`config.mk`:
```
export PLATFORM = sky130hd
export DESIGN_NAME = bcd_mod_counter
export DESIGN_NICKNAME = d
export VERILOG_FILES = /design/src/rtl/bcd_mod_counter.sv
export SDC_FILE = /design/constraint.sdc
export NUM_CORES = 1
export LEC_CHECK = 0
export BUFFER_PORTS_ARGS = -buffer_cell sky130_fd_sc_hd__buf_2
export CAP_MARGIN = 25
export CORE_MARGIN = 8
export CORE_UTILIZATION = 35
export DETAILED_ROUTE_END_ITERATION = 6
export HOLD_SLACK_MARGIN = 0.08
export PLACE_DENSITY_LB_ADDON = 0.15
export SYNTH_ARGS = -nofsm -noshare
export SYNTH_HDL_FRONTEND = slang
export SYNTH_SLANG_ARGS = --single-unit
```
`constraint.sdc`:
```
create_clock -name ADC_CLK_10 -period 1.85 [get_ports ADC_CLK_10]
set_input_delay 0.37 -clock ADC_CLK_10 [delete_from_list [all_inputs] [get_ports ADC_CLK_10]]
set_output_delay 0.37 -clock ADC_CLK_10 [all_outputs]
set_load 0.03 [all_outputs]
```
`src/rtl/bcd_mod_counter.sv`:
```
`default_nettype none
// ============================================================================
//  Module   : bcd_mod_counter
//  Purpose  : Parametrised multi-digit BCD modulo counter. It counts tick
//             pulses up or down between decimal bounds MIN_VAL..MAX_VAL and
//             wraps around at either limit. A synchronous BCD load is
//             accepted only when the value is valid BCD and lies within the
//             bounds. The count is kept purely in BCD. There is no binary
//             shadow counter, and the limit checks compare packed BCD
//             vectors against constants that are converted at elaboration.
//
//  Ports    : ADC_CLK_10  in   system clock; all state changes on rising edge
//             reset       in   asynchronous active-low reset
//             tick        in   count enable, one step per high cycle
//             dir         in   count direction (1 = up, 0 = down)
//             load        in   synchronous load request (priority over tick)
//             load_val    in   BCD value to load, digit 0 in [3:0]
//             bcd         out  current count, packed BCD, digit 0 in [3:0]
//             wrap        out  one-cycle pulse when a step hits a limit
//             load_err    out  one-cycle pulse when a load was rejected
//
//  Options  : BCD_CNT_SATURATE_EN - when defined, steps at a limit leave the
//             count unchanged instead of wrapping. wrap still pulses.
//
//  Revision : 1.0  initial release
// ============================================================================
module bcd_mod_counter #(
   parameter int DIGITS  = 2,
   parameter int MIN_VAL = 1,
   parameter int MAX_VAL = 99
) (
   input  logic                ADC_CLK_10,
   input  logic                reset,
   input  logic                tick,
   input  logic                dir,
   input  logic                load,
   input  logic [4*DIGITS-1:0] load_val,
   output logic [4*DIGITS-1:0] bcd,
   output logic                wrap,
   output logic                load_err
);

   localparam int W = 4 * DIGITS;

   // ------------------------------------------------------------------------
   // Elaboration-time helpers
   // ------------------------------------------------------------------------
   function automatic int pow10(input int n);
      int r;
      r = 1;
      for (int i = 0; i < n; i++) begin
         r = r * 10;
      end
      return r;
   endfunction

   function automatic logic [W-1:0] to_bcd(input int v);
      logic [W-1:0] r;
      int           t;
      r = '0;
      t = v;
      for (int i = 0; i < DIGITS; i++) begin
         r[4*i +: 4] = 4'(t % 10);
         t           = t / 10;
      end
      return r;
   endfunction

   localparam logic [W-1:0] MIN_BCD = to_bcd(MIN_VAL);
   localparam logic [W-1:0] MAX_BCD = to_bcd(MAX_VAL);

   // Reject illegal configurations at elaboration rather than building a
   // counter whose limits cannot be represented.
   if (DIGITS < 1 || DIGITS > 6) begin : g_bad_digits
      $error("bcd_mod_counter: DIGITS must be 1..6");
   end
   else if (MIN_VAL < 0 || MIN_VAL >= MAX_VAL || MAX_VAL > pow10(DIGITS) - 1)
   begin : g_bad_range
      $error("bcd_mod_counter: need 0 <= MIN_VAL < MAX_VAL <= 10**DIGITS-1");
   end

   // ------------------------------------------------------------------------
   // Digit-wise increment / decrement and load validation
   // ------------------------------------------------------------------------
   // inc_carry[g] is set when every digit below g is 9, so digit g must
   // step. dec_borrow[g] is the same idea for digits at 0. Only DIGITS
   // entries are needed because nothing consumes the carry out of the top
   // digit. The limit checks intercept that case.
   logic [DIGITS-1:0] inc_carry;
   logic [DIGITS-1:0] dec_borrow;
   logic [DIGITS-1:0] nibble_ok;
   logic [W-1:0]      bcd_inc;
   logic [W-1:0]      bcd_dec;

   assign inc_carry[0]  = 1'b1;
   assign dec_borrow[0] = 1'b1;

   for (genvar g = 0; g < DIGITS; g++) begin : g_digit
      logic [3:0] d;
      assign d = bcd[4*g +: 4];

      assign bcd_inc[4*g +: 4] = !inc_carry[g] ? d :
                                 (d == 4'd9)   ? 4'd0 : d + 4'd1;
      assign bcd_dec[4*g +: 4] = !dec_borrow[g] ? d :
                                 (d == 4'd0)    ? 4'd9 : d - 4'd1;

      assign nibble_ok[g] = (load_val[4*g +: 4] <= 4'd9);

      if (g < DIGITS - 1) begin : g_chain
         assign inc_carry[g+1]  = inc_carry[g]  & (d == 4'd9);
         assign dec_borrow[g+1] = dec_borrow[g] & (d == 4'd0);
      end
   end

   // For valid BCD, an unsigned comparison of the packed vectors orders the
   // values in the same way as their decimal values. The range test is
   // therefore qualified by the nibble check.
   logic load_ok;
   logic at_max;
   logic at_min;

   assign load_ok = (&nibble_ok) && (load_val >= MIN_BCD) && (load_val <= MAX_BCD);
   assign at_max  = (bcd == MAX_BCD);
   assign at_min  = (bcd == MIN_BCD);

   // ------------------------------------------------------------------------
   // Count register and status pulses
   // ------------------------------------------------------------------------
   always_ff @(posedge ADC_CLK_10 or negedge reset) begin
      if (!reset) begin
         bcd      <= MIN_BCD;
         wrap     <= 1'b0;
         load_err <= 1'b0;
      end
      else begin
         wrap     <= 1'b0;
         load_err <= 1'b0;
         if (load) begin
            // A tick in the same cycle as a load is dropped.
            if (load_ok) begin
               bcd <= load_val;
            end
            else begin
               load_err <= 1'b1;
            end
         end
         else if (tick) begin
            if (dir) begin
               if (at_max) begin
                  wrap <= 1'b1;
`ifdef BCD_CNT_SATURATE_EN
                  bcd  <= bcd;
`else
                  bcd  <= MIN_BCD;
`endif
               end
               else begin
                  bcd <= bcd_inc;
               end
            end
            else begin
               if (at_min) begin
                  wrap <= 1'b1;
`ifdef BCD_CNT_SATURATE_EN
                  bcd  <= bcd;
`else
                  bcd  <= MAX_BCD;
`endif
               end
               else begin
                  bcd <= bcd_dec;
               end
            end
         end
      end
   end

endmodule
`default_nettype wire

```
---- Word level (Yosys, flattened, before mapping) ----
Cells that the tools add are included.
word-level totals
  register bits ........................... 10
  latch bits .............................. 0
  bits in writable memories ............... 0
  memory bits (read-only) ................. 0
  input bits .............................. 13
  output and inout port bits .............. 10
  word-level logic and storage cells ...... 46
  memories kept ........................... 0
operators by class
  add/sub/neg operators ................... 4
  multipliers ............................. 0
  div/mod/pow operators ................... 0
  order comparisons ....................... 4
  equality and inequality tests ........... 6
  shift operators ......................... 0
  muxes and demuxes ....................... 19
  bitwise logic cells ..................... 0
  reduce and logical (&&, ||, !) cells .... 9
operator list
  operator             number
  $mux 8               6
  $mux 4               6
  $add 4x1->4 const B  2
  $eq 4x4->1 const B   2
  $eq 8x1->1 const B   1
  $eq 8x8->1 const B   1
  $ge 8x1->1 const B   1
  $le 4x4->1 const B   2
  $le 8x8->1 const B   1
  $logic_not 4->1      2
  $sub 4x1->4 const B  2
  $mux 1               7
  $ne 4x1->1 const B   1
  $reduce_and 2->1     2
  $reduce_and 4->1     1
  $reduce_bool 4->1    1
  $logic_and 1x1->1    2
  $ne 2x1->1 const B   1
  $reduce_bool 2->1    1

---- Depth between registers and ports, before layout ----
  depth after elaboration ................. 7
  depth in mapped cells ................... 6

---- Worst setup path before layout ----
No wires, ideal clock.
  path kind ............................... flip-flop to flip-flop
  from .................................... register bcd[0]
  to ...................................... register bcd[5]
  setup time .............................. 0.125 ns
  data arrival time ....................... 1.977 ns
  path slack .............................. -0.252 ns
  cell stages (with the launch flop) ...... 7
  period minus slack after synthesis ...... 2.102 ns
  cell sequence ........................... dfstp_2 inv_1 ha_1 nor3b_1 a211o_4 a22o_4 mux2_4
on the way
  cells in the longest elaborated chain, start to end .. 5
RTL lines
  what                                             line      RTL
  from (decl)                                      38        output logic [4*DIGITS-1:0] bcd,
  from (signal assigned)                           141       bcd <= load_val;
  from (signal assigned)                           158       bcd <= bcd_inc;
  $eq 8x1->1 / $eq 8x8->1 (equally long branches)  124, 123
  $mux 8 (on tied branches)                        162, 149
  $mux 8                                           148       if (dir) begin
  $mux 8                                           147       else if (tick) begin
  $mux 8                                           138       if (load) begin
Parallel ways exist; a longest one is shown, timed or not. The select of a mux whose other input is x is not followed.
A chain may end at the register's enable or synchronous reset.

---- Final worst setup path ----
  from .................................... register bcd[0]
  to ...................................... register bcd[7]
Same word-level chain as after synthesis.

==> results <==
- Measured on the finished design, the core utilization comes to 46.2%.
- Entering global routing, the biggest net connects 17 pins.
- The DRC violations left is 0.
- For the worst setup path, the data required time is ~2.0 ns.
- Counting I/O delays and the setup requirement, the final critical path takes between 1.5 and 2 ns.
- The initial antenna violation count is 0.
- The total clock buffers created by CTS is 3.
- Timing would allow up to ~530 MHz.
- Measured against its own limit, the worst slew margin works out to approximately 78%.
- The detail route stage leaves a number of antenna-violating nets equal to 0.
- The starting density of the core is between 30% and 40%.
- The slowest stage cell on the critical path is dfstp_2.
- The total half-perimeter wirelength after legalization and detailed placement is between 2 and 2.5 mm.
- The final worst clock skew is approximately 0.0014 ns.
- The multi-input combinational cells in the finished layout cover a total of about 700 um2.
- The kind of launch point of the worst setup path is a register.
- In the final routed layout, each cell accounts on average for 15.6 um.
- Leaving out fill and tap cells, the most frequent cell in the layout is buf_2.
- The number of endpoints failing setup at the final stage is 3.
- The number of sinks on the clock net is 10.
- The average instance in the mapped netlist occupies 8.88 um2.
- During placement, the flow inserted port buffers numbering 22.
- The number of enable flip-flop cells after synthesis is 0.
- The final critical path takes up 101% of the cycle.
- The maximum clock path buffer count is 2.
- The power density over the cells is ~1100 nW/um2.
- From left edge to right edge, the die measures about 70 um.
- The number of synthesized register bits is 10.
- The routed layout has roughly 990 vias.
- The critical path runs through a total of 6 cells.
- The core region area is 2760 um2.
- The flow ran to the end, but the final reports show violations.
- The netlist uses 53 different library cells.
- The repair_antennas step left the layout with diodes totalling 0.
- In this run the vertical extent of the chip is between 60 and 70 um.
- The overall overflow remaining after global route is 0.
- In this run, the combinational gates consume about three fifths of the power.
- The standard-cell row count is 19.
- The post-route netlist has between 30% and 40% of its cells at a drive strength greater than 1.
- The sequential cell area is ~250 um2.
- The checks that failed: setup timing.
- After detailed placement, the design holds a cell count of 172.
- Of the total power, the clock network draws 12.0%.
- In this run the number of H-tree levels came out at 1.
- The filler cell count in the final layout is just under 300.
- The die outline area is 4870 um2.
- The tree is rooted in a clkbuf_4.
- When the netlist entered floorplanning its net count stood at 130.
- The area growth from synthesis to layout is 25.8%.
- The final hold violation count is 0.
- The data arrival time of the critical path is 2.03 ns.
- The top-level port count is 23.
- The DRC violation total after the first TritonRoute iteration is between 40 and 50.
- Setup repair after global routing could not meet its margin everywhere.
- The critical path in this run is classified as register to register.
- In this run the worst path has a maximum fanout of 4.
- The reported net switching power is ~0.61 mW.
- Of all flip-flops after synthesis, the portion carrying an async set or reset was between 90% and 100%.
- The slew of the pin with the lowest slew margin is roughly 0.33 ns.
- The worst hold path class is input port to register.
- The number of nets in the layout is 164.
- Sequential cells account for between 20 and 30% of the total power.
- Counting every instance in the synthesized netlist gives 114.
- The via count of the first global-routing pass is a little under 1,000.
- Among all flip-flop cells after synthesis, the most frequent one is dfrtp_1.
- The count of TritonRoute iterations in the first routing pass is 4.
- The top cell types in the final layout, fill and taps aside, are 22 x buf_2, 15 x buf_4, 9 x nand2_1.
- Clock-pin slew was measured on the worst setup and hold paths at ~0.070 ns.
- Using the TritonRoute via totals, the vias-per-cell ratio works out to around 5.6.
- The cell depth of the worst min-delay path is 3.
- Setup slack on the critical path of the routed design comes to -0.0247 ns.
- The number of pins with negative max-slew slack in the final report is 0.
- Across the VDD grid, the largest voltage drop is just over 0.0005 V.
- Once layout is complete, the cells apart from fillers number ~180.
- The tool flagged a number of max-cap violations equal to 0.
- The total global-route track usage is around 11%.
- The reported leakage power is 0.585 nW.
- The worst stage delay on the critical path is 0.58 ns.
- The signal on the critical path passes through inv_2 > ha_4 > nor3b_1 > a211o_4 > a22o_4 > mux2_4.
- The total length of routed wires is between 2 and 3 mm.
- OpenSTA, run right after detailed placement, puts the worst setup slack at -0.0149 ns.
- Routability-driven placement finished with a final weighted congestion of slightly above 0.8.
- After routing the design area is roughly 1300 um2.
- Grouping stages by cell kind, the critical path spends the most delay in flip-flops.
- The standard cell area after detailed placement is approximately 1200 um2.
- The depth of the most critical reg-to-reg path is 6.
- Cell internal power was estimated by the tool at about 0.74 mW.
- The area of the mapped netlist is roughly 1000 um2.
- The number of buffers and inverters on the critical path is 1.
- The later pin in the worst-skew pair is clocked with a latency of around 0.27 ns.
- The yosys synthesis warning count is 0.
- The TritonCTS clock tree is done.
- The first global-routing pass estimated between 4 and 5 mm of wire.
- The endpoint kind of the worst setup timing path is a register.
- The share of synthesized area occupied by flip-flops and latches is approximately a quarter.
- Net switching is 45.3% of the power.
==> area by class of cell <==
type	count	share of cell area, %
clock buffers	4	2.06
inverters	5	1.47
multi-input cells	90	55.3
flip-flops and latches	10	19.8
well taps	31	3.05
repair buffers	38	18.3
==> per-layer routing <==
metal	vias up	share of wire, %	track usage (%)
li1	495	-	-
met2	27	52	20.0
met4	0	0.69	2.01
met1	468	42	13.4
met3	2	5.1	2.58
met5	-	0	0
==> final timing paths <==
kind	start	endpoint	slack [ns]
setup / recovery	bcd[0]	bcd[7]	-0.02
hold / removal	load_val[0]	bcd[0]	0.36
setup reg to reg	bcd[0]	bcd[7]	-0.02
hold reg to reg	bcd[1]	bcd[1]	0.62
max in group asynchronous	reset	bcd[0]	1.08
min in group asynchronous	reset	load_err	0.51
==> cell families after synthesis <==
family / after synthesis / share of synthesized area [%]
xor gates and xnor gates: 2 / 1.73
adders and majority gates: 3 / 3.71
buffers and inverters: 14 / 8.41
DFF: 10 / 24.8
muxes: 4 / 5.44
and+or+nand+nor: 43 / 27.4
AOI/OAI and AO/OA: 38 / 28.4
==> flip-flops by register name, indices dropped and copies added, names as in the netlist <==
| signal | cells |
|---|---|
| bcd | 8 |
| load_err | 1 |
| wrap | 1 |
==> synthesized netlist by cell type, drive strengths merged, types with 2 or more instances <==
cell type   n  area (um2)
o21ai      11        55.1
dfrtp       9         225
nand2       9        33.8
buf         8        62.6
nor2        6        22.5
inv         5        18.8
a31oi       4        25.0
nor2b       4        25.0
o211ai      4        35.0
a21o        3        22.5
a21oi       3        18.8
and3        3        18.8
ha          3        37.5
mux2        3        45.0
nand3       3        15.0
and3b       2        17.5
nand2b      2        15.0
nor3        2        15.0
nor3b       2        15.0
or2         2        12.5
or4         2        15.0
==> power groups by stage <==
stage / logic [mW] / registers (mW) / clock network (mW)
2_1_floorplan: 0.484 / 0.457 / 0
3_3_place_gp: 0.787 / 0.373 / 0
3_5_place_dp: 0.800 / 0.378 / 0
4_1_cts: 0.810 / 0.372 / 0.169
5_1_grt: 0.896 / 0.385 / 0.183
6_report: 0.812 / 0.375 / 0.162
==> worst reg2reg max path, cell delays in order (launching register included) <==
cell     delay [ns]
dfstp_2        0.58
inv_2          0.06
ha_4           0.15
nor3b_1        0.13
a211o_4        0.30
a22o_4         0.25
mux2_4         0.29
==> through the flow <==
| stage | power, mW | setup TNS (ns) | hold WS [ns] |
|---|---|---|---|
| CTS | 1.35 | -0.0416 | 0.351 |
| global route | 1.46 | -0.177 | 0.355 |
| floorplan | 0.940 | -0.489 | 0.0744 |
| finish | 1.35 | -0.0661 | 0.356 |
| global placement | 1.16 | 0 | 0.254 |
| detailed placement | 1.18 | -0.0440 | 0.253 |
==> repair_timing <==
| action | 4_1_cts | 5_1_grt |
|---|---|---|
| hold buffers | 1 | 0 |
| hold endpoints to repair | 9 | 0 |
| setup buffers | 1 | 0 |
| setup endpoints to repair | 4 | 6 |
| gates resized for setup | 0 | 3 |
(Power assumes the default switching activity.)
